## config.mk

```make
export PLATFORM = sky130hd
export DESIGN_NAME = alu_arbiter
export DESIGN_NICKNAME = d
export VERILOG_FILES = /design/src/rtl/alu_arbiter.sv
export SDC_FILE = /design/constraint.sdc
export NUM_CORES = 1
export LEC_CHECK = 0
export ABC_AREA = 0
export CAP_MARGIN = 10
export CORE_MARGIN = 2
export CORE_UTILIZATION = 40
export CTS_BUF_LIST = sky130_fd_sc_hd__clkbuf_16
export CTS_CLUSTER_DIAMETER = 60
export DETAILED_ROUTE_END_ITERATION = 6
export PLACE_DENSITY = 0.82
export SLEW_MARGIN = 25
export SYNTH_ARGS = -nofsm -noshare
export SYNTH_HDL_FRONTEND = slang
export SYNTH_SLANG_ARGS = --single-unit
```

## constraint.sdc

```tcl
create_clock -name clk -period 2.4 [get_ports clk]
set_clock_uncertainty 0.15 [all_clocks]
set_input_delay 0.36 -clock clk [delete_from_list [all_inputs] [get_ports clk]]
set_output_delay 0.36 -clock clk [all_outputs]
set_load 0.01 [all_outputs]
```

## src/rtl/alu_arbiter.sv

```systemverilog
// alu_arbiter: round-robin sequencer that shares one combinational ALU
// between two requesters. The winner's opcode and operands are registered
// toward the ALU. After a programmable settle time the result and overflow
// are captured, and a one-cycle done pulse goes back to the winner.
// Per-requester completion counters are kept for LED/HEX display.
module alu_arbiter #(
  parameter int WIDTH   = 8,
  parameter int OPW     = 3,
  parameter int ALU_LAT = 0,
  parameter int CNT_W   = 8
) (
  input  logic             clk,
  input  logic             rst_n,
  input  logic             req0,
  input  logic [OPW-1:0]   op0,
  input  logic [WIDTH-1:0] a0,
  input  logic [WIDTH-1:0] b0,
  input  logic             req1,
  input  logic [OPW-1:0]   op1,
  input  logic [WIDTH-1:0] a1,
  input  logic [WIDTH-1:0] b1,
  output logic [OPW-1:0]   alu_op,
  output logic [WIDTH-1:0] alu_a,
  output logic [WIDTH-1:0] alu_b,
  input  logic [WIDTH-1:0] alu_res,
  input  logic             alu_ovf,
  output logic             done0,
  output logic             done1,
  output logic [WIDTH-1:0] res,
  output logic             ovf,
  output logic             busy,
  output logic             owner,
  output logic [CNT_W-1:0] cnt0,
  output logic [CNT_W-1:0] cnt1
);

  // The settle counter holds 0..15 extra EXEC cycles.
  localparam int WAIT_W = 4;
  localparam logic [WAIT_W-1:0] LAT_LOAD = WAIT_W'(ALU_LAT);

  typedef enum logic [1:0] {
    ST_IDLE = 2'd0,
    ST_EXEC = 2'd1,
    ST_DONE = 2'd2
  } state_e;

  state_e             state_q, state_d;
  logic [OPW-1:0]     alu_op_q, alu_op_d;
  logic [WIDTH-1:0]   alu_a_q, alu_a_d;
  logic [WIDTH-1:0]   alu_b_q, alu_b_d;
  logic [WIDTH-1:0]   res_q, res_d;
  logic               ovf_q, ovf_d;
  logic               owner_q, owner_d;
  logic [WAIT_W-1:0]  wait_q, wait_d;
  logic [CNT_W-1:0]   cnt0_q, cnt0_d;
  logic [CNT_W-1:0]   cnt1_q, cnt1_d;

  logic grant_vld;
  logic grant_sel;

  // Pick a winner: a lone request wins outright, a tie goes to the requester that did not own the last grant.
  always_comb begin
    grant_vld = req0 | req1;
    if (req0 && req1) begin
      grant_sel = ~owner_q;
    end else begin
      grant_sel = req1;
    end
  end

  // Next-state logic: grant leaves IDLE, the settle count expires EXEC, DONE always lasts one cycle.
  always_comb begin
    state_d = state_q;
    unique case (state_q)
      ST_IDLE: begin
        if (grant_vld) begin
          state_d = ST_EXEC;
        end
      end
      ST_EXEC: begin
        if (wait_q == '0) begin
          state_d = ST_DONE;
        end
      end
      ST_DONE: begin
        state_d = ST_IDLE;
      end
      default: begin
        state_d = ST_IDLE;
      end
    endcase
  end

  // Datapath: latch operands at grant, count down the settle time, then capture and bump the owner's counter.
  always_comb begin
    alu_op_d = alu_op_q;
    alu_a_d  = alu_a_q;
    alu_b_d  = alu_b_q;
    res_d    = res_q;
    ovf_d    = ovf_q;
    owner_d  = owner_q;
    wait_d   = wait_q;
    cnt0_d   = cnt0_q;
    cnt1_d   = cnt1_q;
    if (state_q == ST_IDLE && grant_vld) begin
      owner_d = grant_sel;
      wait_d  = LAT_LOAD;
      if (grant_sel) begin
        alu_op_d = op1;
        alu_a_d  = a1;
        alu_b_d  = b1;
      end else begin
        alu_op_d = op0;
        alu_a_d  = a0;
        alu_b_d  = b0;
      end
    end else if (state_q == ST_EXEC) begin
      if (wait_q != '0) begin
        wait_d = wait_q - WAIT_W'(1);
      end else begin
        res_d = alu_res;
        ovf_d = alu_ovf;
        if (owner_q) begin
          cnt1_d = cnt1_q + CNT_W'(1);
        end else begin
          cnt0_d = cnt0_q + CNT_W'(1);
        end
      end
    end
  end

  // Outputs decoded from the state: busy through EXEC and DONE, done only to the owner in DONE.
  always_comb begin
    busy  = (state_q != ST_IDLE);
    done0 = (state_q == ST_DONE) && !owner_q;
    done1 = (state_q == ST_DONE) && owner_q;
  end

  // State register; owner resets to 1 so requester 0 wins the first tie.
  always_ff @(posedge clk or negedge rst_n) begin
    if (!rst_n) begin
      state_q <= ST_IDLE;
    end else begin
      state_q <= state_d;
    end
  end

  // Datapath registers; an aborted operation leaves no trace after reset.
  always_ff @(posedge clk or negedge rst_n) begin
    if (!rst_n) begin
      alu_op_q <= '0;
      alu_a_q  <= '0;
      alu_b_q  <= '0;
      res_q    <= '0;
      ovf_q    <= 1'b0;
      owner_q  <= 1'b1;
      wait_q   <= '0;
      cnt0_q   <= '0;
      cnt1_q   <= '0;
    end else begin
      alu_op_q <= alu_op_d;
      alu_a_q  <= alu_a_d;
      alu_b_q  <= alu_b_d;
      res_q    <= res_d;
      ovf_q    <= ovf_d;
      owner_q  <= owner_d;
      wait_q   <= wait_d;
      cnt0_q   <= cnt0_d;
      cnt1_q   <= cnt1_d;
    end
  end

  assign alu_op = alu_op_q;
  assign alu_a  = alu_a_q;
  assign alu_b  = alu_b_q;
  assign res    = res_q;
  assign ovf    = ovf_q;
  assign owner  = owner_q;
  assign cnt0   = cnt0_q;
  assign cnt1   = cnt1_q;

endmodule

```

# == Yosys cells after proc, flatten, opt, wreduce, memory -nomap -nowiden ==
# Cells that the tools add are included.
# totals
regBits,51
in_bits,51
wordCells,47
# classes
addsub,3
n_eq_ne,4
mux,10
n_bitwise,4
n_reduce_logical,16
# op_table
op,count
adder 8 x 1 -> 8 bit (second input constant),2
two-way mux 8 bit,2
two-way mux 4 bit,3
AND reduction 4 bit,2
nonzero test 2 bit,3
logical AND 1 bit,4
zero test 4 bit,1
two-way mux 2 bit,2
inequality test 2 bit (second input constant),2
case mux 2 bit (2 select lines),1
AND reduction 2 bit,2
nonzero test 4 bit,1
subtractor 4 x 1 -> 4 bit (second input constant),1
two-way mux 3 bit,1
inverter 1 bit,3
AND reduction 3 bit,1
== test 2 x 1 -> 1 bit (second input constant),1
== test 2 bit (second input constant),1
zero test 2 bit,1
zero test 1 bit,1
two-way mux 1 bit,1
OR 1 bit,1

# == Logic depth before layout (Yosys ltp) ==
# depth
word_depth,4
depth_mapped,6
mapped_depth_nobuf,5

# == Worst setup path before layout ==
# OpenSTA, ideal clock, no wires.
# synth_path
kind,register -> register
from,register wait_q[2]
to,"register cnt0_q[4], in the netlist cnt0[4]"
setup_time_ns,0.127
arrival_ns,1.495
t_required_ns,2.123
slack_ns,0.628
path_stages_with_launch,4
n_path_buf,0
period_less_slack_ns,1.772
path_cell_list,dfrtp_1 or4b_4 or4_4 xnor2_2
# synth_between
elab_chain_cells,3
# synth_rtl
item,line,rtl
from (decl),54,"logic [WAIT_W-1:0] wait_q, wait_d;"
from (signal assigned),167,wait_q <= wait_d;
nonzero test 4 bit,118,if (wait_q != '0) begin
inverter 1 bit (no line),n/a,
AND reduction 4 bit (no line),n/a,
to (signal assigned),168,cnt0_q <= cnt0_d;
to (decl),55,"logic [CNT_W-1:0] cnt0_q, cnt0_d;"
# Every way passes these cells.
# A chain may end at the register's enable or synchronous reset.

# == Worst setup path after layout ==
# layout_path
from,"register owner_q, in the netlist owner"
to,output done1
# layout_between
elab_chain_cells,1
# layout_rtl
item,line,rtl
from (decl),53,"logic owner_q, owner_d;"
from (signal assigned),166,owner_q <= owner_d;
logical AND 1 bit,136,done1 = (state_q == ST_DONE) && owner_q;
to (decl),28,"output logic done1,"
# Every way passes these cells.

==> impl_metrics.csv <==
group,metric,value,unit
clock_tree,clock-sinks,51,
global_routing,grt_pass1_wl,9380,um
power,vdd_drop_max,604,uV
layout,drive_above_1_share,11.1,%
floorplan,die_area,6550,um2
timing,drv_slew,0,
clock_tree,clock_latency,0.28,ns
power,p_sw_share,34.4,%
min_path,hold_path_class,"reg -> reg",
clock_tree,h-tree-depth,2,
layout,final_nets,367,
yosys,synth_top_area_share,52.8,%
timing,holdWs,0.323,ns
timing,slew_headroom,64.6,%
drt,drt_iter0_markers,90,
place,place_ws,0.251,ns
yosys,synth_cell_types,34,
clock_tree,clockRootBuffer,"clkbuf_16",
yosys,synth-seq-cells,51,
yosys,synth_common_cells,"dfrtp_1, o21ai_0, mux2i_1, mux2_2, xor2_1",
job,maxCapViolCount,0,
global_routing,grtUsageMet2,32.6,%
drt,drc,0,
place,port_buffers,98,
timing,period_share,92.1,%
clock_tree,cts-buffers-inserted,5,
power,combinationalPowerShare,46.4,%
clock_tree,ctsResizeCount,0,
power,power_leakage,1.57,nW
layout,utilization,62.6,%
layout,regArea,1280,um2
timing,setup_viol,0,
layout,areaGrowthSynthToFinish,53.7,%
clock_tree,ctsLongestPathBuffers,2,
drt,vias,2013,
yosys,ys_top_cells_by_area,"dfrtp_1, mux2i_1, o21ai_0, mux2_2, xor2_1",
timing,tns,0,ns
critical_path,worst_ep_arrival_time,1.70,ns
critical_path,cp-start-kind,"flip-flop",
global_routing,top_usage_layer,"met2",
yosys,synth_nets,263,
yosys,netlist_area,2370,um2
yosys,synthCells,209,
timing,min_period,2.21,ns
critical_path,critPathCaptureType,"output pin",
layout,multi_input_area,1020,um2
timing,worst_slack,0.190,ns
clock_tree,cts_setup_buffers,0,
clock_tree,cts_tree,"yes",
yosys,synth_ff_type,"dfrtp_1",
yosys,ys_warn_count,0,
power,switchingPower,0.00148,W
yosys,async_reset_ff_share,100,%
floorplan,io_pins,99,
yosys,yosys.area.top_type,"dfrtp_1",
drt,ant_nets,0,
critical_path,required,1.89,ns
layout,nFillCells,492,
global_routing,antenna_found_initial,0,
global_routing,grtUsageMet3,4.33,%
place,gp_congestion,0.845,
timing,hold_viol_final,0,
yosys,post-synth-top-count-cell,"dfrtp_1",
global_routing,track_usage,18.1,%
power,powerDensity,1180,nW/um2
floorplan,die_h,81.0,um
drt,drt_wl_total,5680,um
timing,rsz0062_at_grt,"no",
clock_tree,clk_pin_slew,0.06,ns
timing,clock.fmax,0.452,GHz
floorplan,chipWidth,81.0,um
floorplan,fp-row-count,28,
yosys,synth_edf_count,0,
drt,drt-wirelength-per-cell,14.6,um
power,p_seq_share,35.7,%
global_routing,grt_max_degree,23,
critical_path,crit_type,"reg -> out",
status,status,"completed",
clock_tree,ctsHoldBuffers,1,
place,place_hpwl,4340,um
floorplan,coreArea,5820,um2
critical_path,path_max_fanout,12,
global_routing,overflow,0,
power,clockPowerShare,17.9,%
global_routing,gr-usage-met1,21.4,%
drt,firstDrtPassIters,4,
yosys,avgSynthCellArea,11.3,um2
floorplan,start_util,40.7,%
drt,via_per_inst,5.17,
timing,tightest_slew,0.527,ns
layout,n_antenna_cell,0,
global_routing,grt_pass1_vias,2115,
power,p_int,0.00282,W
yosys,synth_seq_area_share,53.9,%
power,power,0.00430,W
-- worst max-delay path, stage by stage, from the launching register on --
cell and delay [ns]:
dfstp_2 0.67, and3_1 0.19, clkdlybuf4s50_1 0.56
-- cell usage in the layout (no fill, tap or decap), drive strengths merged, types with 2 or more instances in the layout --
cell type | netlist | final
clkdlybuf4s50 | 0 | 97
dfrtp | 50 | 50
o21ai | 43 | 43
mux2i | 22 | 22
mux2 | 11 | 11
inv | 7 | 9
buf | 3 | 9
xor2 | 8 | 8
nand2 | 8 | 8
nand4 | 6 | 6
nor4 | 6 | 6
xnor2 | 6 | 6
nor3 | 5 | 5
clkbuf | 7 | 5
nor2 | 4 | 4
ha | 3 | 3
and3 | 2 | 2
or2 | 2 | 2
nand3b | 2 | 2
a21oi | 2 | 2
nand3 | 2 | 2
-- layer usage --
metal / vias to the layer above / part of all wire (%)
met5: - / 0
met4: 0 / 1.2
met2: 66 / 52
li1: 963 / -
met3: 8 / 6.8
met1: 976 / 40
-- worst paths after layout --
check	cells after the start	end	slack, ns	start
max in group asynchronous	3	ovf$_DFFE_PN0P_	1.11	rst_n
setup reg to reg	6	cnt0[6]$_DFFE_PN0P_	0.49	wait_q[0]$_DFFE_PN0P_
hold reg to reg	1	cnt1[7]$_DFFE_PN0P_	0.32	cnt1[7]$_DFFE_PN0P_
min in group asynchronous	2	alu_a[1]$_DFFE_PN0N_	0.38	rst_n
hold / removal	1	cnt1[7]$_DFFE_PN0P_	0.32	cnt1[7]$_DFFE_PN0P_
setup / recovery	2	done1	0.19	owner$_DFFE_PN1N_
-- metrics by stage --
stage | instance area [um2] | instances
after floorplan | 2370 | 209
after global placement | 3470 | 380
after detailed placement | 3470 | 380
after CTS | 3640 | 389
after global routing | 3640 | 389
final | 3640 | 389
-- power groups by stage --
stage / Sequential, W / Combinational (W) / Clock (W)
3_3_place_gp: 0.00153 / 0.00195 / 0
6_report: 0.00153 / 0.00199 / 0.000768
4_1_cts: 0.00154 / 0.00202 / 0.000790
3_5_place_dp: 0.00155 / 0.00201 / 0
5_1_grt: 0.00159 / 0.00218 / 0.000829
2_1_floorplan: 0.00162 / 0.000886 / 0
-- sequential cells by signal, indices dropped and copies added (netlist names) --
register,count
alu_b,8
cnt0,8
res,8
ovf,1
alu_op,3
alu_a,8
wait_q,4
state_q,2
cnt1,8
owner,1
-- cells by family (layout without fill, tap and decap cells) --
| group | after synthesis | after routing | share of synthesized area [%] |
|---|---|---|---|
| flops | 51 | 51 | 53.9 |
| compound gates | 48 | 48 | 10.4 |
| simple gates | 43 | 43 | 11.0 |
| mux | 33 | 33 | 14.5 |
| buf+inv | 17 | 122 | 3.06 |
| xor+xnor | 14 | 14 | 5.49 |
| fa+ha+maj | 3 | 3 | 1.58 |
-- final cells by class --
cell class | instances | area share [%]
Timing Repair Buffer | 107 | 29.1
Tap cell | 75 | 2.58
Inverter | 7 | 0.722
Sequential cell | 51 | 35.1
Clock inverter | 3 | 1.03
Multi-Input combinational cell | 141 | 28.1
Clock buffer | 5 | 3.44
No activity file was read; power rests on OpenSTA's default activity.
